[src/rtl/osc_freq_meter.sv]
`timescale 1ns/1ps
// Measures a selected free-running oscillator: a ripple prescaler divides it, and the
// synchronised prescaler MSB rising edges are counted over a window of clk cycles.
module osc_freq_meter #(
  parameter int N_CH  = 12,
  parameter int DIV_W = 4,
  parameter int CNT_W = 16,
  parameter int WIN_W = 16,
  parameter int SEL_W = 4
) (
  input  logic             clk,
  input  logic             rst_n,
  input  logic [N_CH-1:0]  osc_in,
  input  logic [SEL_W-1:0] ch_sel,
  input  logic [WIN_W-1:0] win_cycles,
  input  logic             start,
  input  logic             result_ready,
  output logic             busy,
  output logic             result_valid,
  output logic [CNT_W-1:0] result,
  output logic             overflow,
  output logic             err
);

  localparam logic [1:0] ST_IDLE    = 2'd0;
  localparam logic [1:0] ST_ARM     = 2'd1;
  localparam logic [1:0] ST_MEASURE = 2'd2;
  localparam logic [1:0] ST_DONE    = 2'd3;

  localparam logic [SEL_W:0]   N_CH_L  = (SEL_W+1)'(N_CH);
  localparam logic [CNT_W-1:0] CNT_MAX = '1;

  logic [1:0]       state_reg, state_next;
  logic [SEL_W-1:0] ch_sel_reg;
  logic [WIN_W-1:0] win_reg;
  logic [WIN_W-1:0] win_cnt_reg;
  logic [1:0]       arm_cnt_reg;
  logic [CNT_W-1:0] cnt_reg;
  logic             ovf_reg;
  logic             err_reg;
  logic             presc_clr_reg;
  logic             sync1_reg, sync2_reg, edge_reg;

  logic             osc_mux;
  logic             ch_sel_bad;
  logic             msb_rise;
  logic [DIV_W-1:0] presc_q;
  logic [DIV_W-1:0] stage_clk;

  assign ch_sel_bad = ({1'b0, ch_sel} >= N_CH_L);

  // ch_sel_reg only changes in IDLE, while the prescaler is held cleared, so mux glitches are harmless.
  always_comb begin
    osc_mux = 1'b0;
    for (int i = 0; i < N_CH; i++) begin
      if (ch_sel_reg == SEL_W'(i)) osc_mux = osc_in[i];
    end
  end

  for (genvar gi = 0; gi < DIV_W; gi++) begin : g_presc
    logic q_reg;
    if (gi == 0) begin : g_head
      assign stage_clk[gi] = osc_mux;
    end else begin : g_tail
      assign stage_clk[gi] = ~presc_q[gi-1];
    end
    always_ff @(posedge stage_clk[gi] or posedge presc_clr_reg) begin
      if (presc_clr_reg) q_reg <= 1'b0;
      else               q_reg <= ~q_reg;
    end
    assign presc_q[gi] = q_reg;
  end

  assign msb_rise = sync2_reg & ~edge_reg;

  always_comb begin
    state_next = state_reg;
    case (state_reg)
      ST_IDLE:    if (start) state_next = ch_sel_bad ? ST_DONE : ST_ARM;
      ST_ARM:     if (arm_cnt_reg == 2'd3) state_next = (win_reg == '0) ? ST_DONE : ST_MEASURE;
      ST_MEASURE: if (win_cnt_reg == WIN_W'(1)) state_next = ST_DONE;
      ST_DONE:    if (result_ready) state_next = ST_IDLE;
      default:    state_next = ST_IDLE;
    endcase
  end

  always_ff @(posedge clk or negedge rst_n) begin
    if (!rst_n) begin
      state_reg     <= ST_IDLE;
      ch_sel_reg    <= '0;
      win_reg       <= '0;
      win_cnt_reg   <= '0;
      arm_cnt_reg   <= '0;
      cnt_reg       <= '0;
      ovf_reg       <= 1'b0;
      err_reg       <= 1'b0;
      presc_clr_reg <= 1'b1;
      sync1_reg     <= 1'b0;
      sync2_reg     <= 1'b0;
      edge_reg      <= 1'b0;
    end else begin
      state_reg     <= state_next;
      presc_clr_reg <= (state_next == ST_IDLE) || (state_next == ST_DONE);
      sync1_reg     <= presc_q[DIV_W-1];
      sync2_reg     <= sync1_reg;
      edge_reg      <= sync2_reg;
      case (state_reg)
        ST_IDLE: begin
          if (start) begin
            ch_sel_reg  <= ch_sel;
            win_reg     <= win_cycles;
            cnt_reg     <= '0;
            ovf_reg     <= 1'b0;
            err_reg     <= ch_sel_bad;
            arm_cnt_reg <= '0;
          end
        end
        ST_ARM: begin
          arm_cnt_reg <= arm_cnt_reg + 2'd1;
          win_cnt_reg <= win_reg;
        end
        ST_MEASURE: begin
          win_cnt_reg <= win_cnt_reg - WIN_W'(1);
          if (msb_rise) begin
            if (cnt_reg == CNT_MAX) ovf_reg <= 1'b1;
            else                    cnt_reg <= cnt_reg + CNT_W'(1);
          end
        end
        default: begin
        end
      endcase
    end
  end

  assign busy         = (state_reg != ST_IDLE);
  assign result_valid = (state_reg == ST_DONE);
  assign result       = cnt_reg;
  assign overflow     = ovf_reg;
  assign err          = err_reg;

endmodule

[config.mk]
export PLATFORM = sky130hd
export DESIGN_NAME = osc_freq_meter
export DESIGN_NICKNAME = d
export VERILOG_FILES = /design/src/rtl/osc_freq_meter.sv
export SDC_FILE = /design/constraint.sdc
export NUM_CORES = 1
export LEC_CHECK = 0
export ABC_AREA = 1
export CAP_MARGIN = 20
export CORE_MARGIN = 2
export CORE_UTILIZATION = 55
export CTS_CLUSTER_SIZE = 20
export DETAILED_ROUTE_END_ITERATION = 10
export PLACE_DENSITY = 0.81
export SLEW_MARGIN = 15
export SYNTH_ARGS = -nofsm -noshare
export SYNTH_HDL_FRONTEND = slang
export SYNTH_SLANG_ARGS = --single-unit
[constraint.sdc]
create_clock -name clk -period 3.4 [get_ports clk]
set_input_delay 0.51 -clock clk [delete_from_list [all_inputs] [get_ports clk]]
set_output_delay 0.51 -clock clk [all_outputs]
set_load 0.01 [all_outputs]
==> reports/metrics.yaml <==
status: "complete, no violations"
hpwlAfterDp_mm: 6.081
cp_cell_sequence: "inv_1 -> ha_1 -> inv_1 -> clkdlybuf4s50_1"
syn_area_sq_um: 3716
setup_ws_ps: 1049
first_pass_iters: 5
timing.rr.end: "win_cnt_reg[1]$_DFFE_PN0P_"
untimed_endpoints: 5
post_cts_buffers: 0
power_frac_clock_pct: 19.8
synth_mux_area_share_pct: 0
pre_cts_slack_ps: 1102
synth-async-reset-ratio_pct: 100.0
synth-compound-area-share_pct: 9.966
grt_usage_pct: 24.46
cts_tree: "yes"
worstPathRequired_ps: 2890
drt.antenna.violating_nets: 0
synthAdderAreaFrac_pct: 2.694
ys.flop_type: "dfrtp_1"
multi_input_area_sq_um: 1778
start_util_pct: 57.54
r2r-start: "state_reg[0]$_DFF_PN0_"
tns_ps: 0
worst_r2r_path_depth: 6
antenna_found_initial: 0
critPathArrivalTime_ps: 1840
cpMostUsedCell: "inv_1"
yosys_register_bits: 66
vdd_drop_max_mv: 0.5127
p_sw_share_pct: 43.23
wl_per_cell_microns: 12.87
area_growth_pct: 21.72
gp_congestion: 0.8502
switching_power_w: 0.001449
core_sq_um: 6459
cp-endpoint: "busy"
synth_top_cells_by_count: "170 x nand2_1, 71 x nor2_1, 62 x dfrtp_1"
syn_nets: 560
cts_resized: 0
worst_slew_pin_slew_ps: 872.6
path_clk_slew_ps: 70
die-area_sq_um: 7430
clock_latency_ps: 340
hold_path.class: "input port to asynchronous set/reset pin"
cp-end-kind: "output port"
diodes: 0
synth_cells: 516
die_h_microns: 86.20
die_w_microns: 86.20
hold_buffers: 0
yosysSeqAreaShare_pct: 44.48
finalCriticalPeriod_ps: 2351
cpPeakStageDelay_ps: 550
power_density_nw_per_um2: 741.0
drc: 0
vias: 3439
cpMaxStageDelayCell: "clkdlybuf4s50_1"
unclocked_pins: 4
grt_pass1_wl_mm: 14.43
synthMostInstantiatedCell: "nand2_1"
slew-limit-headroom_pct: 41.83
nFillCells: 555
synth_top_area_share_pct: 41.75
crit_path_start: "state_reg[0]$_DFF_PN0_"
drt_wl_total_mm: 8.428
synth_xor_area_share_pct: 2.593
rrSetupSlack_ps: 1170
internal_power_w: 0.001903
crit_cells: 4
yosys.area_share.simple_pct: 32.59
period_share_pct: 69.14
io_buffers: 55
power_frac_comb_pct: 43.4
synth_warnings: 0
grt-ovfl-total: 0
drt_iter0_drc: 200
regArea_sq_um: 1653
cts-root-buf: "clkbuf_8"
grt_pass1_vias: 3268
cp_num_buf_inv: 3
synth_top_family_by_area: "simple AND/OR/NAND/NOR gates"
syn_avg_cell_area_sq_um: 7.202
maxSlewViolCount: 0
synth_area_leader_cell: "dfrtp_1"
clock_skew_ps: 4.645
htreeDepth: 3
fin_nets: 617
grt_max_degree: 39
path_class: "flip-flop to output port"
rows: 29
viasPerCell: 5.250
rsz0062_at_grt: "no"
cts-buffers-inserted: 9
synth.distinct_cells: 35
cp-start-kind: "flip-flop"
synth_edf_count: 0
synth_area_leaders: "dfrtp_1 42%, nand2_1 17%, nor2_1 7.2%"
cts_buffer_depth: 2
fmax_mhz: 425.4
hold_viol: 0
maxCapViolCount: 0
drive_above_1_share_pct: 6.401
setup_viol: 0
seqPwrFrac_pct: 36.7
crit_family: "buffers and inverters"
crit_fanout: 5
io_pins: 56
leakagePower_nw: 2.163
layout by cell type, fill, tap and decap left out, types with 2 or more instances in the layout:
master | synthesis | final
o21ai_2 | 3 | 3
a21oi_1 | 16 | 16
clkbuf_1 | 7 | 2
inv_1 | 52 | 52
ha_1 | 8 | 8
xor2_1 | 10 | 10
nand2_2 | 5 | 5
clkdlybuf4s50_1 | 0 | 54
o21ai_0 | 41 | 41
buf_4 | 2 | 5
nand4_1 | 5 | 5
o22ai_1 | 3 | 3
nor2_1 | 71 | 71
clkbuf_8 | 0 | 11
nand3_1 | 35 | 35
o21ai_1 | 2 | 2
nand2_1 | 170 | 170
nor2_4 | 2 | 2
dfrtn_1 | 3 | 3
dfrtp_1 | 62 | 62
area by class of cell:
type	instances	area share, %
multi-input combinational	381	39.31
sequential	66	36.54
timing repair buffer	60	12.89
inverter	55	4.675
clock buffer	13	3.513
tap	77	2.130
clock inverter	3	0.9405
power groups by stage:
stage / clock (W) / sequential [W] / combinational [W]
after global placement: 0 / 0.00122 / 0.00140
after global routing: 0.000713 / 0.00126 / 0.00167
final: 0.000665 / 0.00123 / 0.00146
after floorplan: 0 / 0.00118 / 0.00112
after CTS: 0.000676 / 0.00123 / 0.00146
after detailed placement: 0 / 0.00123 / 0.00145
how the worst min path moves through the flow:
| stage | startpoint | end | cells past startpoint |
|---|---|---|---|
| after floorplan | rst_n | arm_cnt_reg[0]$_DFFE_PN0P_ | 0 |
| after detailed placement | sync1_reg$_DFF_PN0_ | sync2_reg$_DFF_PN0_ | 0 |
| final | rst_n | win_cnt_reg[13]$_DFFE_PN0P_ | 1 |
| after CTS | rst_n | result[4]$_DFFE_PN0P_ | 1 |
| after global placement | sync1_reg$_DFF_PN0_ | sync2_reg$_DFF_PN0_ | 0 |
| after global routing | rst_n | win_cnt_reg[3]$_DFFE_PN0P_ | 1 |
stage by stage:
stage               std cells  area (sq um)  power, W  hold slack (ps)  utilization [%]
global route              655          4523  0.003646            334.8            70.03
global placement          639          4322  0.002623            336.8            66.91
CTS                       655          4523  0.003362            299.9            70.03
finish                    655          4523  0.003352            279.2            70.03
detailed placement        639          4322  0.002687            336.3            66.91
floorplan                 516          3716  0.002292            214.4                -
kinds of logic (layout without fill, tap and decap cells):
group,Yosys count,count (layout)
simple gates,294,294
buf+inv,69,131
compound gates,68,68
flops,66,66
xor+xnor,11,11
fa+ha+maj,8,8
routing by layer:
metal	global-route usage, %	wire length (microns)	vias to the layer above
met1	31.29	3796	1597
met3	6.095	504	11
met2	40.87	4009	105
li1	-	-	1726
met5	0	0	-
met4	8.239	118	0
Note: power is estimated with default switching activity, not from simulation.
